## src/rtl/imm_gen_pipe_if.sv

```systemverilog
// Decode-side valid/ready bus of the pipelined immediate generator.
// master drives instruction beats and consumes immediates; slave is the generator.
interface imm_gen_pipe_if #(
  parameter int unsigned XLEN  = 32,
  parameter int unsigned TAG_W = 4
);
  logic             in_valid;
  logic             in_ready;
  logic [31:0]      in_instr;
  logic [2:0]       in_ext_op;
  logic [TAG_W-1:0] in_tag;
  logic             out_valid;
  logic             out_ready;
  logic [XLEN-1:0]  out_imm;
  logic [TAG_W-1:0] out_tag;
  logic             out_illegal;

  modport master (
    output in_valid, in_instr, in_ext_op, in_tag, out_ready,
    input  in_ready, out_valid, out_imm, out_tag, out_illegal
  );

  modport slave (
    input  in_valid, in_instr, in_ext_op, in_tag, out_ready,
    output in_ready, out_valid, out_imm, out_tag, out_illegal
  );
endinterface

```

## src/rtl/imm_gen_pipe.sv

```systemverilog
// Pipelined immediate generator: format decode into a 2-entry skid buffer (main + skid).
// Define IMM_GEN_RVC_EN to decode ext_op 3'b110 as the compressed CI format.
module imm_gen_pipe #(
  parameter int unsigned XLEN  = 32,
  parameter int unsigned TAG_W = 4
) (
  input  logic         clk,
  input  logic         rst,
  input  logic         flush,
  imm_gen_pipe_if.slave bus
);
  localparam logic [2:0] OP_I = 3'b000;
  localparam logic [2:0] OP_U = 3'b001;
  localparam logic [2:0] OP_S = 3'b010;
  localparam logic [2:0] OP_B = 3'b011;
  localparam logic [2:0] OP_J = 3'b100;
  localparam logic [2:0] OP_Z = 3'b101;
`ifdef IMM_GEN_RVC_EN
  localparam logic [2:0] OP_CI = 3'b110;
`endif

  typedef struct packed {
    logic [XLEN-1:0]  imm;
    logic [TAG_W-1:0] tag;
    logic             illegal;
    logic             valid;
  } entry_t;

  entry_t      m_q, s_q, m_n, s_n, beat;
  logic        ready_q;
  logic [31:0] imm32;
  logic        illegal;
  logic        accept;
  logic        fire;

  logic [31:0] i;
  assign i = bus.in_instr;

`ifdef IMM_GEN_RVC_EN
  logic unused_instr;
  assign unused_instr = ^i[1:0];
`else
  logic unused_instr;
  assign unused_instr = ^i[6:0];
`endif

  // Every format is built as a 32-bit value whose bit 31 is the extension bit.
  always_comb begin
    imm32   = {{20{i[31]}}, i[31:20]};
    illegal = 1'b0;
    case (bus.in_ext_op)
      OP_I:    imm32 = {{20{i[31]}}, i[31:20]};
      OP_U:    imm32 = {i[31:12], 12'b0};
      OP_S:    imm32 = {{20{i[31]}}, i[31:25], i[11:7]};
      OP_B:    imm32 = {{19{i[31]}}, i[31], i[7], i[30:25], i[11:8], 1'b0};
      OP_J:    imm32 = {{11{i[31]}}, i[31], i[19:12], i[20], i[30:21], 1'b0};
      OP_Z:    imm32 = {27'b0, i[19:15]};
`ifdef IMM_GEN_RVC_EN
      OP_CI:   imm32 = {{26{i[12]}}, i[12], i[6:2]};
`endif
      default: illegal = 1'b1;
    endcase
  end

  always_comb begin
    beat         = '0;
    beat.imm     = XLEN'($signed(imm32));
    beat.tag     = bus.in_tag;
    beat.illegal = illegal;
    beat.valid   = 1'b1;
  end

  assign accept = bus.in_valid & ready_q;
  assign fire   = m_q.valid & bus.out_ready;

  // Next-state of the two entries; flush wins over any same-cycle accept.
  always_comb begin
    m_n = m_q;
    s_n = s_q;
    if (flush) begin
      m_n.valid = 1'b0;
      s_n.valid = 1'b0;
    end else if (fire && s_q.valid) begin
      m_n = s_q;
      if (accept) s_n = beat;
      else        s_n.valid = 1'b0;
    end else if (fire) begin
      if (accept) m_n = beat;
      else        m_n.valid = 1'b0;
    end else if (m_q.valid) begin
      if (accept) s_n = beat;
    end else if (accept) begin
      m_n = beat;
    end
  end

  // ready is a pure state bit: low whenever the skid entry will be occupied.
  always_ff @(posedge clk or posedge rst) begin
    if (rst) begin
      m_q     <= '0;
      s_q     <= '0;
      ready_q <= 1'b0;
    end else begin
      m_q     <= m_n;
      s_q     <= s_n;
      ready_q <= ~s_n.valid;
    end
  end

  assign bus.in_ready    = ready_q;
  assign bus.out_valid   = m_q.valid;
  assign bus.out_imm     = m_q.imm;
  assign bus.out_tag     = m_q.tag;
  assign bus.out_illegal = m_q.illegal;
endmodule

```

## src/flat_wrapper.sv

```systemverilog
// flat-port wrapper written by rule: the top's interface ports become plain ports
module imm_gen_pipe_flat 
#(
  parameter int unsigned XLEN  = 32,
  parameter int unsigned TAG_W = 4
)
  (clk, rst, flush, bus_in_valid, bus_in_instr, bus_in_ext_op, bus_in_tag, bus_out_ready, bus_in_ready, bus_out_valid, bus_out_imm, bus_out_tag, bus_out_illegal);
  imm_gen_pipe_if #(.XLEN(XLEN), .TAG_W(TAG_W)) bus_i ();
  input  logic clk;
  input  logic rst;
  input  logic flush;
  input wire logic [$bits(bus_i.in_valid)-1:0] bus_in_valid;
  input wire logic [$bits(bus_i.in_instr)-1:0] bus_in_instr;
  input wire logic [$bits(bus_i.in_ext_op)-1:0] bus_in_ext_op;
  input wire logic [$bits(bus_i.in_tag)-1:0] bus_in_tag;
  input wire logic [$bits(bus_i.out_ready)-1:0] bus_out_ready;
  output wire logic [$bits(bus_i.in_ready)-1:0] bus_in_ready;
  output wire logic [$bits(bus_i.out_valid)-1:0] bus_out_valid;
  output wire logic [$bits(bus_i.out_imm)-1:0] bus_out_imm;
  output wire logic [$bits(bus_i.out_tag)-1:0] bus_out_tag;
  output wire logic [$bits(bus_i.out_illegal)-1:0] bus_out_illegal;
  assign bus_i.in_valid = bus_in_valid;
  assign bus_i.in_instr = bus_in_instr;
  assign bus_i.in_ext_op = bus_in_ext_op;
  assign bus_i.in_tag = bus_in_tag;
  assign bus_i.out_ready = bus_out_ready;
  assign bus_in_ready = bus_i.in_ready;
  assign bus_out_valid = bus_i.out_valid;
  assign bus_out_imm = bus_i.out_imm;
  assign bus_out_tag = bus_i.out_tag;
  assign bus_out_illegal = bus_i.out_illegal;
  imm_gen_pipe #(.XLEN(XLEN), .TAG_W(TAG_W)) u_core (.clk(clk), .rst(rst), .flush(flush), .bus(bus_i));
endmodule
```

## config.mk

```make
export PLATFORM = sky130hd
export DESIGN_NAME = imm_gen_pipe_flat
export DESIGN_NICKNAME = d
export VERILOG_FILES = /design/src/rtl/imm_gen_pipe_if.sv /design/src/rtl/imm_gen_pipe.sv /design/src/flat_wrapper.sv
export SDC_FILE = /design/constraint.sdc
export NUM_CORES = 1
export LEC_CHECK = 0
export ABC_AREA = 1
export CORE_MARGIN = 8
export CORE_UTILIZATION = 33
export CTS_CLUSTER_DIAMETER = 40
export DETAILED_ROUTE_END_ITERATION = 6
export PLACE_DENSITY = 0.65
export SLEW_MARGIN = 30
export SYNTH_ARGS = -nofsm -noshare
export SYNTH_HDL_FRONTEND = slang
export SYNTH_SLANG_ARGS = --single-unit
```

## constraint.sdc

```tcl
create_clock -name clk -period 3.3 [get_ports clk]
set_input_delay 0.66 -clock clk [delete_from_list [all_inputs] [get_ports clk]]
set_output_delay 0.66 -clock clk [all_outputs]
set_load 0.1 [all_outputs]
```

==> metrics.txt <==
GR Util All Layers=~15%; pre-CTS WS=0.7672 ns; Clock Sinks=77; CTS Root Cell=clkbuf_8; post-synthesis sequential area ratio=between 50% and 60%; Max Clk Rate=approximately 0.46 GHz; commonest non-fill, non-tap cell in the layout=nand2_1; CP most frequent cell=nand2_1; most frequent cells in the layout=200 x nand2_1, 77 x dfrtp_1, 75 x a21oi_1; initial core utilization=approximately 34%; Final nets=around 600; Final Non-Filler Cells=695; Synth top area share=a little over half; pin count of the biggest net entering global routing=40; Post-Synth XOR/XNOR Area=0%; Gate Count Post-Synth=roughly 480; Rows=38; post-synth top area cell=dfrtp_1; crit path launch type=input pin; share of cells above drive strength 1=between 10% and 20%; Total Wirelength=about 10000 um; Remaining DRCs=0; final RePlAce weighted congestion=0.8703; MaxCap Viol Count=0; area delta synth->final=28.66%; clock skew=slightly below 0.008 ns; Layout Utilization=a little over two fifths; worst-path cell chain=clkdlybuf4s50_1 > inv_1 > nor2_1 > buf_4 > nand2_1 > nand2_1 > nand2_1 > nand2_1 > nand2_1 > a21oi_1; Sum Neg Setup Slack=0 ns; delay-heaviest family, CP=buffers and inverters; min Tclk post-route=about 2.2 ns; Leakage=approximately 2.4 nW; Netlist cell types=18; max incr delay on CP=0.59 ns; DIE WIDTH=roughly 120 um; vias after detailed routing=roughly 3.4k; Post-Synth Simple-Gate Area=28.41%; Clock transition at path regs=roughly 0.080 ns; DP HPWL=6911 um; Routed WL per cell=14.98 um; VDD IR max=~310 uV; Synth Area in Compound Gates=roughly 13%; first-pass GRT wire length=17450 um; hold buffers post-CTS=0; CTS tree=yes; CTS Buffer Depth=2; Hold Crit Class=reg -> reg; Die ar.=~15000 sq um; Clock Latency Late Sink=between 0.3 and 0.4 ns; Final ANT Viol Nets=0; Setup CP Type=in -> reg; postcts setup bufs=0; Detailed Routing Iterations Pass 1=5; RSZ-0062 raised after global routing=false; PortBufs=75; ANT cells=0; Setup-failing EPs final=0; yosys warns=0; Die Y-Extent=about 120 um; number of global-route vias before repair=roughly 3.4k; area share of fa/ha/maj cells after synthesis=0%; outcome=completed; Vias/cell=slightly below 5; worst slew pin tran=around 0.73 ns; final instance area=approximately 4600 sq um; synthesized area=3602 sq um; Synth Net Count=between 500 and 600; register bit count reported by yosys=77; endpoint class of the critical path=register; initial DRC count=between 200 and 250; Critical Path RT=between 3 and 4 ns; antenna violations before repair=0; Final Hold Viols=0; Layout fillers=around 1.1k; CTS Buf Count=9; Tcrit/Tclk final=between 60 and 70%; grt ovf=0; Slew Limit Fails=0; I/O pin count=between 80 and 90; cts repair resizes=0; Power Density=approximately 700 nW/um^2; syn_area_per_cell=about 7.6 sq um; largest cells by area after synthesis=dfrtp_1 53%, nand2_1 21%, a21oi_1 10%; placed cells=approximately 680; Core Area=~11000 sq um; final worst slack=between 1 and 1.5 ns; Worst slew margin=approximately 50%; CP max FO=12; largest family of logic cells by synthesized area=simple AND/OR/NAND/NOR gates; Max H-tree Level=3; CP Buf/Inv Count=3; placed inst area=approximately 4400 sq um; slowest CP cell=clkdlybuf4s50_1; mux cell area share after synthesis=0%; CP Data Arrival Time=approximately 2.5 ns
## area by class of cell
cell class              count  area, sq um  area share, %
repair buffers             84        745.7          16.09
clock buffers               9        123.9          2.673
multi-input cells         353         1479          31.91
inverters                  25        93.84          2.025
flip-flops and latches     77         1927          41.58
well taps                 140        175.2          3.780
clock inverters             7        90.09          1.944
## metrics by stage
| step | hold slack, ns | total power, mW |
|---|---|---|
| CTS | 0.4793 | 3.274 |
| floorplan | 0.4422 | 2.172 |
| global route | 0.4926 | 3.402 |
| global placement | 0.4534 | 2.471 |
| detailed placement | 0.4595 | 2.494 |
| finish | 0.4771 | 3.240 |
## flip-flops by register name, indices dropped and copies added (netlist names)
name                    flops
u_core.bus.out_imm         32
u_core.bus.in_ready         1
u_core.bus.out_illegal      1
u_core.bus.out_valid        1
u_core.s_q                 38
u_core.bus.out_tag          4
## cells in the mapped netlist
cell / count
nand2_1: 200
dfrtp_1: 77
a21oi_1: 75
nor2_1: 49
inv_1: 20
nand3_1: 12
o21ai_0: 11
buf_2: 10
clkbuf_1: 8
inv_2: 4
buf_1: 3
a21oi_2: 2
buf_6: 1
clkinv_1: 1
nand4_1: 1
nor2_2: 1
nor3_4: 1
o211ai_1: 1
## report_power, final
part | internal (mW) | switching (mW) | leakage [nW]
logic | 0.275 | 0.939 | 1.30
clock network | 0.422 | 0.351 | 0.105
registers | 1.14 | 0.112 | 0.945
## cells by family (layout without fill, tap and decap cells)
family | count (synthesis) | count (layout)
AOI/OAI and AO/OA | 89 | 89
DFF | 77 | 77
buffers and inverters | 47 | 125
and+or+nand+nor | 264 | 264
## worst register-to-register path, cell delays in order, from the launching register on
cell	delay, ns
dfrtp_1	0.38
inv_2	0.06
a21oi_2	0.18
inv_2	0.08
nor3_4	0.14
inv_2	0.32
nand2_1	0.15
o21ai_0	0.09
## routing by layer
layer | track usage, % | up-vias | wire length (um)
li1 | - | 1648 | -
met1 | 19.31 | 1593 | 4673
met2 | 23.86 | 114 | 4971
met3 | 4.569 | 11 | 663
met4 | 3.825 | 0 | 99
met5 | 0 | - | 0
## final timing paths
path / startpoint / to / slack [ns] / cells after the start
max in group asynchronous: rst / u_core.s_q[1] / 1.91 / 3
worst min register to register: u_core.s_q[22] / u_core.s_q[22] / 0.48 / 2
worst min-delay path: u_core.s_q[22] / u_core.s_q[22] / 0.48 / 2
worst max register to register: u_core.s_q[0] / u_core.s_q[37] / 1.76 / 7
worst max-delay path: bus_in_ext_op[0] / u_core.bus.out_imm[19] / 1.10 / 10
min in group asynchronous: rst / u_core.bus.out_tag[3] / 0.75 / 2
Note: power is estimated with default switching activity, not from simulation.
